## config.mk

```make
export PLATFORM = sky130hd
export DESIGN_NAME = key_matrix_scanner
export DESIGN_NICKNAME = d
export VERILOG_FILES = /design/src/rtl/key_matrix_scanner.sv
export SDC_FILE = /design/constraint.sdc
export NUM_CORES = 1
export LEC_CHECK = 0
export ABC_AREA = 1
export ABC_CLOCK_PERIOD_IN_PS = 5100
export BUFFER_PORTS_ARGS = -buffer_cell sky130_fd_sc_hd__clkbuf_2
export CAP_MARGIN = 40
export CORE_AREA = 4 4 153 192
export CTS_CLUSTER_DIAMETER = 30
export DETAILED_ROUTE_END_ITERATION = 6
export DIE_AREA = 0 0 157 196
export PLACE_DENSITY = 0.8
export SETUP_SLACK_MARGIN = 0.05
export SLEW_MARGIN = 5
export SYNTH_ARGS = -nofsm -noshare
export SYNTH_HDL_FRONTEND = slang
export SYNTH_SLANG_ARGS = --single-unit
```

## constraint.sdc

```tcl
create_clock -name clk -period 5.1 [get_ports clk]
set_input_delay 0 -clock clk [delete_from_list [all_inputs] [get_ports clk]]
set_output_delay 0 -clock clk [all_outputs]
set_load 0.05 [all_outputs]
```

## src/rtl/key_matrix_scanner.sv

```systemverilog
// 8x8 key matrix scanner: synchronizes, debounces and reports key press/release events.
// Optional KEY_TOGGLE_PATTERN_EN builds a 64-bit press-toggled pattern register.
`timescale 1ns/1ps
module key_matrix_scanner #(
  parameter int SCAN_DIV = 16,
  parameter int DEBOUNCE = 3
) (
  input  logic        clk,
  input  logic        rst,
  output logic [7:0]  row_n,
  input  logic [7:0]  col_n,
  output logic        ev_valid,
  input  logic        ev_ready,
  output logic [5:0]  ev_code,
  output logic        ev_press,
  output logic [63:0] pattern
);

  localparam logic [15:0] PH_LAST   = 16'(SCAN_DIV - 1);
  localparam logic [15:0] PH_SAMPLE = 16'(SCAN_DIV - 9);
  localparam logic [15:0] PH_EVAL   = 16'(SCAN_DIV - 8);
  localparam logic [2:0]  EVAL_LO   = PH_EVAL[2:0];
  localparam logic [2:0]  DB        = 3'(DEBOUNCE);

  logic [7:0]  col_s1_r, col_s2_r, sample_r;
  logic [15:0] phase_r;
  logic [2:0]  row_r;
  logic [7:0]  row_n_r;
  logic [63:0] stable_r;
  logic [2:0]  cnt_r [64];
  logic [6:0]  fifo_r [4];
  logic [1:0]  wr_ptr_r, rd_ptr_r;
  logic [2:0]  count_r;

  logic        eval_s, cur_s, differ_s, fire_s, full_s, pop_s, push_s;
  logic [2:0]  col_idx_s, cnt_inc_s;
  logic [5:0]  key_s;

  // Evaluation of the one key addressed this cycle and FIFO handshake decode
  always_comb begin
    eval_s    = (phase_r >= PH_EVAL);
    col_idx_s = phase_r[2:0] - EVAL_LO;
    key_s     = {row_r, col_idx_s};
    cur_s     = sample_r[col_idx_s];
    differ_s  = (cur_s != stable_r[key_s]);
    if (cnt_r[key_s] >= DB) begin
      cnt_inc_s = DB;   // saturate while a blocked event waits for FIFO space
    end else begin
      cnt_inc_s = cnt_r[key_s] + 3'd1;
    end
    full_s = (count_r == 3'd4);
    pop_s  = ev_valid && ev_ready;
    fire_s = eval_s && differ_s && (cnt_inc_s == DB);
    push_s = fire_s && (!full_s || pop_s);
  end

  // Two-flop column synchronizer; idle value is all released
  always_ff @(posedge clk or negedge rst) begin
    if (!rst) begin
      col_s1_r <= 8'hFF;
      col_s2_r <= 8'hFF;
    end else begin
      col_s1_r <= col_n;
      col_s2_r <= col_s1_r;
    end
  end

  // Row/phase scan counters, registered row drive and column sample latch
  always_ff @(posedge clk or negedge rst) begin
    if (!rst) begin
      phase_r  <= 16'd0;
      row_r    <= 3'd0;
      row_n_r  <= 8'hFE;
      sample_r <= 8'h00;
    end else begin
      if (phase_r == PH_SAMPLE) begin
        sample_r <= ~col_s2_r;
      end
      if (phase_r == PH_LAST) begin
        phase_r <= 16'd0;
        row_r   <= row_r + 3'd1;
        row_n_r <= ~(8'd1 << (row_r + 3'd1));
      end else begin
        phase_r <= phase_r + 16'd1;
      end
    end
  end

  // Per-key debounce state
  always_ff @(posedge clk or negedge rst) begin
    if (!rst) begin
      stable_r <= 64'h0;
      for (int k = 0; k < 64; k++) begin
        cnt_r[k] <= 3'd0;
      end
    end else if (eval_s) begin
      if (!differ_s) begin
        cnt_r[key_s] <= 3'd0;
      end else if (push_s) begin
        stable_r[key_s] <= cur_s;
        cnt_r[key_s]    <= 3'd0;
      end else begin
        cnt_r[key_s] <= cnt_inc_s;
      end
    end
  end

  // Four-entry first-word-fall-through event FIFO
  always_ff @(posedge clk or negedge rst) begin
    if (!rst) begin
      wr_ptr_r <= 2'd0;
      rd_ptr_r <= 2'd0;
      count_r  <= 3'd0;
      for (int i = 0; i < 4; i++) begin
        fifo_r[i] <= 7'd0;
      end
    end else begin
      if (push_s) begin
        fifo_r[wr_ptr_r] <= {key_s, cur_s};
        wr_ptr_r         <= wr_ptr_r + 2'd1;
      end
      if (pop_s) begin
        rd_ptr_r <= rd_ptr_r + 2'd1;
      end
      count_r <= count_r + {2'b00, push_s} - {2'b00, pop_s};
    end
  end

  assign row_n    = row_n_r;
  assign ev_valid = (count_r != 3'd0);
  assign ev_code  = fifo_r[rd_ptr_r][6:1];
  assign ev_press = fifo_r[rd_ptr_r][0];

`ifdef KEY_TOGGLE_PATTERN_EN
  logic [63:0] pattern_r;

  // Each accepted press flips its pattern bit
  always_ff @(posedge clk or negedge rst) begin
    if (!rst) begin
      pattern_r <= 64'h0;
    end else if (push_s && cur_s) begin
      pattern_r <= pattern_r ^ (64'd1 << key_s);
    end
  end

  assign pattern = pattern_r;
`else
  assign pattern = 64'h0;
`endif

endmodule
```

==> impl_metrics.tcl <==
set metrics [dict create \
    outcome "complete, no violations" \
    ys_types 46 \
    cts_made_buffers 57 \
    relSlewSlack_pct 34.6 \
    wl_per_cell_um 17.8 \
    rsz0062_at_grt "no" \
    ir_worst_vdd_mv 0.330 \
    cp-end-kind "flop" \
    io_buffers 26 \
    post-route-drc-count 0 \
    ys_seq_area_share_pct 50.8 \
    synthMuxAreaShare_pct 0 \
    synth_edf_count 0 \
    drt_iter0_markers 1421 \
    syn-instance-count 2112 \
    dr.pass1.iters 7 \
    final_cell_mix "608 x nand2_1, 379 x nor2_1, 318 x dfrtp_1" \
    yosysWarningCount 0 \
    fin_crit_ps 4730 \
    antenna_found_initial 0 \
    die_area_sq_um 30800 \
    die-width_um 157 \
    p_total_w 0.00767 \
    post-route-cell-area_sq_um 19200 \
    detailed_place_hpwl_um 29000 \
    final-max-slew-violation-count 0 \
    synth_top_family_by_area "simple AND/OR/NAND/NOR gates" \
    synth_adder_area_share_pct 1.30 \
    synth_xor_area_share_pct 0.569 \
    finalHoldViolations 0 \
    dp.cells 2433 \
    synth_area_sq_um 16900 \
    path_class "reg -> reg" \
    htreeDepth 2 \
    fillCellCount 2079 \
    setup_violations 0 \
    wirelength_um 45500 \
    yosys_register_bits 342 \
    placed_area_sq_um 17200 \
    grt-ovfl-total 0 \
    via_count 14500 \
    pin_count 91 \
    finalCritPeriodShare_pct 92.7 \
    clock-skew-final_ps 19.1 \
    n_antenna_cell 0 \
    synth_compound_gate_area_share_pct 13.7 \
    cts_sinks 342 \
    synthSimpleGateAreaFrac_pct 25.2 \
    clk_pin_slew_worst_paths_ps 60 \
    place.gp.congestion 1.01 \
    regArea_sq_um 8590 \
    grt_max_degree 131 \
    critPathRequiredTime_ps 5550 \
    final_core_util_pct 69.8 \
    nets 2180 \
    grt_pass1_wl_um 73800 \
    crit_start "phase_r[0]" \
    root_buffer "clkbuf_16" \
    mostFrequentLayoutCell "nand2_1" \
    crit_arrival_ps 5180 \
    rows 68 \
    core_sq_um 27500 \
    critPathMaxFanout 15 \
    start_util_pct 61.6 \
    die_h_um 196 \
    timing.rr.start "phase_r[0]" \
    grt_use_total_pct 29.9 \
    cts_tree "built" \
    fin_tns_setup_ps 0 \
    detail-route-antenna-nets 0 \
    p_leak_nw 8.94 \
    synthToLayoutAreaGrowth_pct 13.4 \
    synthFlopType "dfrtp_1" \
    fin_cells 2549 \
    insertion_delay_ps 590 \
    power_density_nw_per_um2 400 \
    syn_avg_cell_area_sq_um 8.01 \
    vias_per_cell 5.68 \
    grt_pass1_vias 14200 \
    r2r_cells 23 \
    cts_max_path_buffers 3 \
    cap_violations 0 \
    hp-start "col_n[1]" \
    synth-async-reset-ratio_pct 100 \
    setup.worst_path.start_class "flop" \
    hold_depth 2 \
    worst_pin_slew_ps 981 \
    min-delay-path-class "in -> reg" \
    fmax_mhz 211 \
    drive_gt1_share_pct 13.3 \
    multiInputGateArea_sq_um 7160 \
]
==> power by group <==
group / leakage [nW] / switching (W) / internal, W / total, W
logic: 4.08 / 0.000634 / 0.000223 / 0.000857
clock network: 0.909 / 0.00150 / 0.00227 / 0.00377
registers: 3.95 / 0.000133 / 0.00291 / 0.00304
total: 8.94 / 0.00227 / 0.00541 / 0.00767
==> logic make-up after synthesis <==
kind of cell | Yosys count
flip-flops | 342
AO/OA/AOI/OAI | 384
other | 1
XOR/XNOR | 11
buffers and inverters | 274
AND/OR/NAND/NOR | 1083
adder cells (fa/ha/maj) | 17
==> synthesized netlist by cell type (23+ instances only) <==
library cell    n  area share, %
a21oi_1       137            4.1
a21oi_2        60            3.1
buf_2          35            1.0
buf_4          66            2.9
clkbuf_1       51            1.1
dfrtp_1       319             47
dfstp_2        23            3.6
inv_1          95            2.1
nand2_1       608             13
nand3_1        37            1.1
nor2_1        383            8.5
o21ai_0        86            2.5
o21ai_1        43            1.3
==> per-layer routing <==
layer / vias up / track usage (%) / share of wire [%]
met2: 753 / 47.5 / 48
met5: - / 0 / 0
li1: 6747 / - / -
met1: 6780 / 38.0 / 37
met4: 0 / 17.6 / 6.0
met3: 191 / 6.02 / 8.7
==> through the flow <==
stage / setup slack (ps) / hold WS [ps]
2_1_floorplan: 599 / -296
3_3_place_gp: 602 / 87.3
3_5_place_dp: 500 / 88.9
4_1_cts: 417 / 31.2
5_1_grt: 71.9 / 60.4
6_report: 371 / 47.7
==> flip-flops by register name, summed over array words and instances (netlist names), 8 cells and up <==
name	flops
sample_r	8
stable_r	64
col_s2_r	8
cnt_r	192
fifo_r	28
phase_r	16
row_n	8
col_s1_r	8
==> final timing paths <==
| path | endpoint | slack, ps |
|---|---|---|
| hold reg to reg | col_s2_r[1] | 350 |
| max in group asynchronous | cnt_r[114] | 3670 |
| setup / recovery | count_r[2] | 370 |
| hold / removal | col_s1_r[1] | 50 |
| min in group asynchronous | phase_r[12] | 70 |
| setup reg to reg | count_r[2] | 370 |
==> cell type report <==
type / instances / area share [%]
timing repair buffer: 87 / 3.64
tap: 350 / 2.28
inverter: 105 / 2.08
sequential: 342 / 44.8
clock buffer: 59 / 7.47
clock inverter: 47 / 2.46
multi-input combinational: 1559 / 37.3
==> worst max-delay path, stage by stage (launching register included) <==
cell	delay [ps]
dfrtp_2	540
inv_2	210
nand2_1	160
inv_2	160
buf_12	200
a221oi_1	450
nand3_1	120
nand2_1	90
nand2_1	60
nor2_1	120
nand4_1	90
ha_1	220
ha_1	310
nor2_1	80
nor4_1	290
buf_4	180
nand2_4	90
inv_4	120
nand2_4	70
ha_1	280
inv_1	40
ha_1	180
fa_1	380
xnor2_1	140
==> repair_timing <==
action                     CTS  global route
hold buffers                10             0
buffers inserted             0             0
hold endpoints to repair   115             0
resized for setup            0             2
setup endpoints to repair    0             1
(Power assumes the default switching activity.)
